**src/rtl/branch_resolve_unit_pkg.sv**
```systemverilog
// Shared RV32I control-flow encodings and helpers for the branch resolve unit.
package branch_resolve_unit_pkg;

  localparam logic [6:0] op_br   = 7'b1100011;
  localparam logic [6:0] op_jal  = 7'b1101111;
  localparam logic [6:0] op_jalr = 7'b1100111;

  typedef enum logic [2:0] {
    F3_BEQ  = 3'b000,
    F3_BNE  = 3'b001,
    F3_RSV2 = 3'b010,
    F3_RSV3 = 3'b011,
    F3_BLT  = 3'b100,
    F3_BGE  = 3'b101,
    F3_BLTU = 3'b110,
    F3_BGEU = 3'b111
  } branch_funct3_t;

  function automatic logic is_ctrl(input logic [6:0] opcode);
    return (opcode == op_br) || (opcode == op_jal) || (opcode == op_jalr);
  endfunction

endpackage

```
**src/rtl/branch_resolve_unit_if.sv**
```systemverilog
// Operand-side request and redirect-side result bundle; master drives ops, slave resolves them.
interface branch_resolve_unit_if #(
  parameter int XLEN = 32
);
  logic            in_valid;
  logic            in_ready;
  logic [6:0]      opcode;
  logic [2:0]      funct3;
  logic [XLEN-1:0] rs1;
  logic [XLEN-1:0] rs2;
  logic [XLEN-1:0] pc;
  logic [XLEN-1:0] imm;
  logic            pred_taken;
  logic [XLEN-1:0] pred_target;
  logic            out_valid;
  logic            out_ready;
  logic            br_en;
  logic [XLEN-1:0] target;
  logic            mispredict;

  modport master (
    output in_valid, opcode, funct3, rs1, rs2, pc, imm, pred_taken, pred_target, out_ready,
    input  in_ready, out_valid, br_en, target, mispredict
  );

  modport slave (
    input  in_valid, opcode, funct3, rs1, rs2, pc, imm, pred_taken, pred_target, out_ready,
    output in_ready, out_valid, br_en, target, mispredict
  );
endinterface

```
**src/rtl/branch_resolve_unit_cond_eval.sv**
```systemverilog
// Combinational branch condition evaluator; reserved funct3 encodings resolve not-taken.
module branch_cond_eval
  import branch_resolve_unit_pkg::*;
#(
  parameter int XLEN = 32
) (
  input  logic [XLEN-1:0] i_a,
  input  logic [XLEN-1:0] i_b,
  input  branch_funct3_t  i_funct3,
  output logic            o_take
);
  always_comb begin
    o_take = 1'b0;
    case (i_funct3)
      F3_BEQ:  o_take = (i_a == i_b);
      F3_BNE:  o_take = (i_a != i_b);
      F3_BLT:  o_take = ($signed(i_a) <  $signed(i_b));
      F3_BGE:  o_take = ($signed(i_a) >= $signed(i_b));
      F3_BLTU: o_take = (i_a <  i_b);
      F3_BGEU: o_take = (i_a >= i_b);
      default: o_take = 1'b0;
    endcase
  end
endmodule

```
**src/rtl/branch_resolve_unit.sv**
```systemverilog
// Resolves BRANCH/JAL/JALR against the fetch prediction, LATENCY (1|2) cycles accept-to-result.
// in_ready falls combinationally when the pipe is full and out_ready is low; counters saturate.
module branch_resolve_unit
  import branch_resolve_unit_pkg::*;
#(
  parameter int XLEN    = 32,
  parameter int LATENCY = 1,
  parameter int CNT_W   = 16
) (
  input  logic                  clk,
  input  logic                  rst_n,
  input  logic                  flush,
  branch_resolve_unit_if.slave  bus,
  output logic [CNT_W-1:0]      branch_cnt,
  output logic [CNT_W-1:0]      mispred_cnt
);
  logic            w_cond, w_is_br, w_is_jal, w_is_jalr, w_is_ctrl, w_br_en, w_accept;
  logic [XLEN-1:0] w_pc_imm, w_rs1_imm, w_pc4;
  logic            w_l_vld, w_l_br_en, w_l_ctrl, w_l_mispred, w_adv_last, w_out_hs;
  logic [XLEN-1:0] w_l_target;
  logic            r_out_vld, r_br_en, r_mispred, r_ctrl;
  logic [XLEN-1:0] r_target;
  logic [CNT_W-1:0] r_branch_cnt, r_mispred_cnt;

  function automatic logic [XLEN-1:0] f_target(input logic is_jalr, input logic br_en,
                                               input logic [XLEN-1:0] pc_imm, rs1_imm, pc4);
    if (is_jalr) return {rs1_imm[XLEN-1:1], 1'b0};
    return br_en ? pc_imm : pc4;
  endfunction

  function automatic logic f_mispred(input logic br_en, input logic [XLEN-1:0] tgt,
                                     input logic pred_taken, input logic [XLEN-1:0] pred_target);
    return (br_en != pred_taken) | (br_en & (pred_target != tgt));
  endfunction

  branch_cond_eval #(.XLEN(XLEN)) u_cond (
    .i_a      (bus.rs1),
    .i_b      (bus.rs2),
    .i_funct3 (branch_funct3_t'(bus.funct3)),
    .o_take   (w_cond)
  );

  assign w_is_br    = (bus.opcode == op_br);
  assign w_is_jal   = (bus.opcode == op_jal);
  assign w_is_jalr  = (bus.opcode == op_jalr);
  assign w_is_ctrl  = is_ctrl(bus.opcode);
  assign w_br_en    = w_is_jal | w_is_jalr | (w_is_br & w_cond);
  assign w_pc_imm   = bus.pc + bus.imm;
  assign w_rs1_imm  = bus.rs1 + bus.imm;
  assign w_pc4      = bus.pc + XLEN'(4);
  assign w_accept   = bus.in_valid & bus.in_ready;
  assign w_adv_last = !r_out_vld | bus.out_ready;
  assign w_out_hs   = r_out_vld & bus.out_ready;

  if (XLEN < 8) begin : g_bad_xlen
    $error("branch_resolve_unit: XLEN must be at least 8");
  end

  if (LATENCY == 1) begin : g_lat1
    assign bus.in_ready = !flush & w_adv_last;
    assign w_l_vld      = w_accept;
    assign w_l_br_en    = w_br_en;
    assign w_l_ctrl     = w_is_ctrl;
    assign w_l_target   = f_target(w_is_jalr, w_br_en, w_pc_imm, w_rs1_imm, w_pc4);
    assign w_l_mispred  = f_mispred(w_br_en, w_l_target, bus.pred_taken, bus.pred_target);
  end else if (LATENCY == 2) begin : g_lat2
    logic            r_s1_vld, r_s1_br_en, r_s1_jalr, r_s1_ctrl, r_s1_pred_taken;
    logic [XLEN-1:0] r_s1_pc_imm, r_s1_rs1_imm, r_s1_pc4, r_s1_pred_target;
    logic            w_adv_s1;

    assign w_adv_s1     = !r_s1_vld | w_adv_last;
    assign bus.in_ready = !flush & w_adv_s1;

    always_ff @(posedge clk) begin
      if (!rst_n) begin
        r_s1_vld         <= 1'b0;
        r_s1_br_en       <= 1'b0;
        r_s1_jalr        <= 1'b0;
        r_s1_ctrl        <= 1'b0;
        r_s1_pred_taken  <= 1'b0;
        r_s1_pc_imm      <= '0;
        r_s1_rs1_imm     <= '0;
        r_s1_pc4         <= '0;
        r_s1_pred_target <= '0;
      end else begin
        if (flush)         r_s1_vld <= 1'b0;
        else if (w_adv_s1) r_s1_vld <= w_accept;
        if (w_adv_s1 && w_accept) begin
          r_s1_br_en       <= w_br_en;
          r_s1_jalr        <= w_is_jalr;
          r_s1_ctrl        <= w_is_ctrl;
          r_s1_pred_taken  <= bus.pred_taken;
          r_s1_pc_imm      <= w_pc_imm;
          r_s1_rs1_imm     <= w_rs1_imm;
          r_s1_pc4         <= w_pc4;
          r_s1_pred_target <= bus.pred_target;
        end
      end
    end

    assign w_l_vld     = r_s1_vld;
    assign w_l_br_en   = r_s1_br_en;
    assign w_l_ctrl    = r_s1_ctrl;
    assign w_l_target  = f_target(r_s1_jalr, r_s1_br_en, r_s1_pc_imm, r_s1_rs1_imm, r_s1_pc4);
    assign w_l_mispred = f_mispred(r_s1_br_en, w_l_target, r_s1_pred_taken, r_s1_pred_target);
  end else begin : g_bad_latency
    $error("branch_resolve_unit: LATENCY must be 1 or 2");
  end

  // A flush coinciding with an output handshake still retires and counts that result.
  always_ff @(posedge clk) begin
    if (!rst_n) begin
      r_out_vld     <= 1'b0;
      r_br_en       <= 1'b0;
      r_target      <= '0;
      r_mispred     <= 1'b0;
      r_ctrl        <= 1'b0;
      r_branch_cnt  <= '0;
      r_mispred_cnt <= '0;
    end else begin
      if (flush)           r_out_vld <= 1'b0;
      else if (w_adv_last) r_out_vld <= w_l_vld;
      if (w_adv_last && w_l_vld) begin
        r_br_en   <= w_l_br_en;
        r_target  <= w_l_target;
        r_mispred <= w_l_mispred;
        r_ctrl    <= w_l_ctrl;
      end
      if (w_out_hs && r_ctrl && (r_branch_cnt != '1))
        r_branch_cnt <= r_branch_cnt + CNT_W'(1);
      if (w_out_hs && r_mispred && (r_mispred_cnt != '1))
        r_mispred_cnt <= r_mispred_cnt + CNT_W'(1);
    end
  end

  assign bus.out_valid  = r_out_vld;
  assign bus.br_en      = r_br_en;
  assign bus.target     = r_target;
  assign bus.mispredict = r_mispred;
  assign branch_cnt     = r_branch_cnt;
  assign mispred_cnt    = r_mispred_cnt;
endmodule

```
**src/flat_wrapper.sv**
```systemverilog
// flat-port wrapper written by rule: the top's interface ports become plain ports
module branch_resolve_unit_flat import branch_resolve_unit_pkg::*;
#(
  parameter int XLEN    = 32,
  parameter int LATENCY = 1,
  parameter int CNT_W   = 16
)
  (clk, rst_n, flush, branch_cnt, mispred_cnt, bus_in_valid, bus_opcode, bus_funct3, bus_rs1, bus_rs2, bus_pc, bus_imm, bus_pred_taken, bus_pred_target, bus_out_ready, bus_in_ready, bus_out_valid, bus_br_en, bus_target, bus_mispredict);
  branch_resolve_unit_if #(.XLEN(XLEN)) bus_i ();
  input  logic clk;
  input  logic rst_n;
  input  logic flush;
  output logic [CNT_W-1:0] branch_cnt;
  output logic [CNT_W-1:0] mispred_cnt;
  input wire logic [$bits(bus_i.in_valid)-1:0] bus_in_valid;
  input wire logic [$bits(bus_i.opcode)-1:0] bus_opcode;
  input wire logic [$bits(bus_i.funct3)-1:0] bus_funct3;
  input wire logic [$bits(bus_i.rs1)-1:0] bus_rs1;
  input wire logic [$bits(bus_i.rs2)-1:0] bus_rs2;
  input wire logic [$bits(bus_i.pc)-1:0] bus_pc;
  input wire logic [$bits(bus_i.imm)-1:0] bus_imm;
  input wire logic [$bits(bus_i.pred_taken)-1:0] bus_pred_taken;
  input wire logic [$bits(bus_i.pred_target)-1:0] bus_pred_target;
  input wire logic [$bits(bus_i.out_ready)-1:0] bus_out_ready;
  output wire logic [$bits(bus_i.in_ready)-1:0] bus_in_ready;
  output wire logic [$bits(bus_i.out_valid)-1:0] bus_out_valid;
  output wire logic [$bits(bus_i.br_en)-1:0] bus_br_en;
  output wire logic [$bits(bus_i.target)-1:0] bus_target;
  output wire logic [$bits(bus_i.mispredict)-1:0] bus_mispredict;
  assign bus_i.in_valid = bus_in_valid;
  assign bus_i.opcode = bus_opcode;
  assign bus_i.funct3 = bus_funct3;
  assign bus_i.rs1 = bus_rs1;
  assign bus_i.rs2 = bus_rs2;
  assign bus_i.pc = bus_pc;
  assign bus_i.imm = bus_imm;
  assign bus_i.pred_taken = bus_pred_taken;
  assign bus_i.pred_target = bus_pred_target;
  assign bus_i.out_ready = bus_out_ready;
  assign bus_in_ready = bus_i.in_ready;
  assign bus_out_valid = bus_i.out_valid;
  assign bus_br_en = bus_i.br_en;
  assign bus_target = bus_i.target;
  assign bus_mispredict = bus_i.mispredict;
  branch_resolve_unit #(.XLEN(XLEN), .LATENCY(LATENCY), .CNT_W(CNT_W)) u_core (.clk(clk), .rst_n(rst_n), .flush(flush), .bus(bus_i), .branch_cnt(branch_cnt), .mispred_cnt(mispred_cnt));
endmodule
```
**config.mk**
```make
export PLATFORM = sky130hd
export DESIGN_NAME = branch_resolve_unit_flat
export DESIGN_NICKNAME = d
export VERILOG_FILES = /design/src/rtl/branch_resolve_unit_pkg.sv /design/src/rtl/branch_resolve_unit_if.sv /design/src/rtl/branch_resolve_unit_cond_eval.sv /design/src/rtl/branch_resolve_unit.sv /design/src/flat_wrapper.sv
export SDC_FILE = /design/constraint.sdc
export NUM_CORES = 1
export LEC_CHECK = 0
export BUFFER_PORTS_ARGS = -buffer_cell sky130_fd_sc_hd__buf_4
export CELL_PAD_IN_SITES_DETAIL_PLACEMENT = 0
export CELL_PAD_IN_SITES_GLOBAL_PLACEMENT = 1
export CORE_UTILIZATION = 39
export DETAILED_ROUTE_END_ITERATION = 6
export PLACE_DENSITY = 0.83
export SKIP_LAST_GASP = 1
export SLEW_MARGIN = 20
export SYNTH_ARGS = -nofsm -noshare
export SYNTH_HDL_FRONTEND = slang
export SYNTH_SLANG_ARGS = --single-unit
```
**constraint.sdc**
```tcl
create_clock -name clk -period 4.6 [get_ports clk]
set_input_delay 0.46 -clock clk [delete_from_list [all_inputs] [get_ports clk]]
set_output_delay 0.46 -clock clk [all_outputs]
set_load 0.05 [all_outputs]
```
==> flow_metrics.py <==
metrics = {
    "critical_path": {
        "critPathKind": "input port to flip-flop",
        "worstSetupStartpointType": "input port",
        "r2r_slack_ns": 1.92,
        "cp-end-kind": "flip-flop",
        "worst-r2r-cell-count": 13,
        "cp.arrival_ns": 4.22,
        "cp_data_required_time_ns": 4.82,
        "reg2reg_to": "u_core.bus.mispredict$_SDFFE_PN0P_",
        "r2r-start": "u_core.bus.out_valid$_SDFFE_PP0N_",
        "cp_max_fo": 4,
    },
    "logic_synthesis": {
        "async_reset_ff_frac": 0,
        "syn_area_per_cell_um2": 7.29,
        "yosys_warnings": 0,
        "seq_area_frac_synth": 0.154,
        "netlist_instances": 1211,
        "ys_types": 77,
        "synth-main-ff-cell": "dfxtp_1",
        "synth_edf_count": 0,
        "synth_area_um2": 8820,
        "synth_seq_cells": 68,
        "synth_nets": 1485,
    },
    "floorplanning": {
        "rows": 54,
        "start_util": 0.401,
        "die_h_um": 152,
        "die_area_um2": 23200,
        "fp.dieW_um": 152,
        "io_pins": 244,
        "core_area_um2": 22000,
    },
    "global_route": {
        "antenna_found_initial": 0,
        "grt_pass1_wl_um": 48700,
        "first_global_vias": 9075,
        "grt.overflow.total": 0,
        "grt_start_max_net_pins": 58,
        "grt_usage": 0.265,
    },
    "placement": {
        "gp_congestion": 0.953,
        "place_area_um2": 11200,
        "dp_hpwl_um": 26700,
        "port_buffers": 243,
    },
    "routing": {
        "antenna_left": 0,
        "drc": 17,
        "post_drt_wl_per_cell_um": 18.0,
        "avgViaCountPerCell": 5.61,
        "drtIter0Drc": 828,
        "wl_um": 31500,
        "first_pass_iters": 7,
        "num_vias": 9832,
    },
    "sta": {
        "post-route-min-period_ns": 4.01,
        "slew_violations": 0,
        "tightestPinTransition_ns": 0.999,
        "rsz0062_at_grt": "false",
        "relSlewSlack": 0.334,
        "period_share": 0.871,
        "setup_viol": 0,
        "setup_tns_ns": 0,
        "max_clock_freq_mhz": 250,
        "clock_skew_ns": 0.00380,
        "hold_viol": 0,
    },
    "cts": {
        "numCtsBuffers": 9,
        "clock_latency_ns": 0.33,
        "clock_path_buffers": 2,
        "path_clk_slew_ns": 0.06,
        "postCtsHoldBufs": 0,
        "h-tree-depth": 3,
        "post_cts_buffers": 0,
        "cts.sinks": 68,
        "cts_root_buf": "clkbuf_16",
        "postCtsResizedCells": 0,
        "cts_tree": "yes",
    },
    "power_and_ir_drop": {
        "p_per_area_nw_per_um2": 217,
        "p_leak_uw": 0.00519,
        "ir_worst_vdd_mv": 0.181,
    },
    "finish": {
        "drive_gt1_frac": 0.220,
        "diodes": 0,
        "syn2layout_area_growth_pct": 30.4,
        "nets": 1743,
        "final_area_um2": 11500,
    },
    "hold_path": {
        "hold_path_class": "input port to flip-flop",
        "min_path_cells": 2,
        "hp-start": "flush",
        "whs_endpoint": "u_core.bus.out_valid$_SDFFE_PP0N_",
    },
    "outcome": {
        "violations": "design-rule violations",
        "status": "complete, but fails checks",
    },
    "run": {
        "cap_violations": 0,
    },
}
[power by group]
group | internal (µW) | switching (µW)
Combinational | 476 | 667
Sequential | 609 | 11.0
Clock | 472 | 256
Total | 1560 | 935
[metrics by stage]
step,hold WS (ns),instances,setup WS [ns],utilization,total power (µW)
final,0.297,1754,0.593,0.522,2490
after global routing,0.292,1754,0.300,0.522,2630
after CTS,0.283,1754,0.645,0.522,2490
after detailed placement,0.445,1738,0.304,0.508,1760
after global placement,0.441,1738,0.343,0.508,1760
after floorplan,0.449,1211,0.942,-,1320
[cells in the mapped netlist (17+ instances only)]
cell	instances	share of area
ha_1	96	0.14
inv_1	57	0.024
o21ai_0	54	0.031
a21o_1	18	0.015
nand4_1	30	0.021
nor2_1	139	0.059
xnor2_1	70	0.069
a21oi_1	92	0.052
a31oi_1	17	0.012
nor3_1	26	0.015
a211oi_1	21	0.018
xor2_1	65	0.065
clkbuf_1	29	0.012
nand3_1	46	0.026
nand2_1	111	0.047
and3_1	23	0.016
dfxtp_1	68	0.15
[layer usage]
layer / wire length (µm) / GRT usage / part of all wire
met5: 0 / 0 / 0
met4: 903 / 0.0928 / 0.029
met3: 1860 / 0.0276 / 0.059
met2: 13700 / 0.419 / 0.43
met1: 15000 / 0.371 / 0.48
[cell families (layout without fill, tap and decap cells)]
family / Yosys count / in the layout / synth area share
and+or+nand+nor: 460 / 460 / 0.254
AOI/OAI and AO/OA: 336 / 336 / 0.255
xor gates and xnor gates: 135 / 135 / 0.134
adders and majority gates: 98 / 98 / 0.141
buffers and inverters: 97 / 360 / 0.0430
DFF: 68 / 68 / 0.154
muxes: 17 / 17 / 0.0196
[state kept, by name, summed over array words and instances, names as in the netlist]
register,count
u_core.r_ctrl,1
u_core.mispred_cnt,16
u_core.bus.mispredict,1
u_core.bus.out_valid,1
u_core.bus.target,32
u_core.bus.br_en,1
u_core.branch_cnt,16
[area by class of cell]
type / instances / area [µm²]
inverter: 58 / 218
clock inverter: 7 / 91.3
timing repair buffer: 286 / 2170
tap: 280 / 350
multi-input combinational: 1046 / 7090
fill: 2270 / 10500
clock buffer: 9 / 225
sequential: 68 / 1360
[how the worst max path moves through the flow]
stage               slack (ns)  cells after the start                                  to   startpoint
floorplan                 0.94                     16  u_core.bus.mispredict$_SDFFE_PN0P_   bus_imm[0]
global placement          0.34                     18  u_core.bus.mispredict$_SDFFE_PN0P_   bus_imm[0]
detailed placement        0.30                     17  u_core.bus.mispredict$_SDFFE_PN0P_  bus_rs1[14]
CTS                       0.65                     19  u_core.bus.mispredict$_SDFFE_PN0P_  bus_rs2[14]
global route              0.30                     18  u_core.bus.mispredict$_SDFFE_PN0P_   bus_imm[0]
finish                    0.59                     18  u_core.bus.mispredict$_SDFFE_PN0P_   bus_imm[0]
[cells in the final DEF, fill, tap and decap left out, types with 15 or more instances in the layout]
master,count
o21ai_0,54
and3_1,23
xnor2_1,70
nor3_1,26
ha_1,96
buf_4,284
a21oi_1,92
dfxtp_1,68
a31oi_1,17
mux2i_1,15
nand2_1,111
nor2_1,139
a21o_1,18
a211oi_1,21
xor2_1,65
inv_1,57
o211ai_1,16
nand3_1,46
nand4_1,30
[critical path, stage by stage]
cell and delay, ns:
buf_4 0.13, ha_1 0.22, fa_1 0.43, a211oi_1 0.37, nor4_1 0.14, o21ai_0 0.18
buf_4 0.15, a21oi_1 0.10, o2111ai_1 0.35, a31o_2 0.22, a21boi_0 0.09, or3_1 0.31
a31oi_1 0.29, xor2_1 0.19, a41o_1 0.19, nand4_1 0.12, nor4_1 0.21, nor2_1 0.06
(Power assumes the default switching activity.)
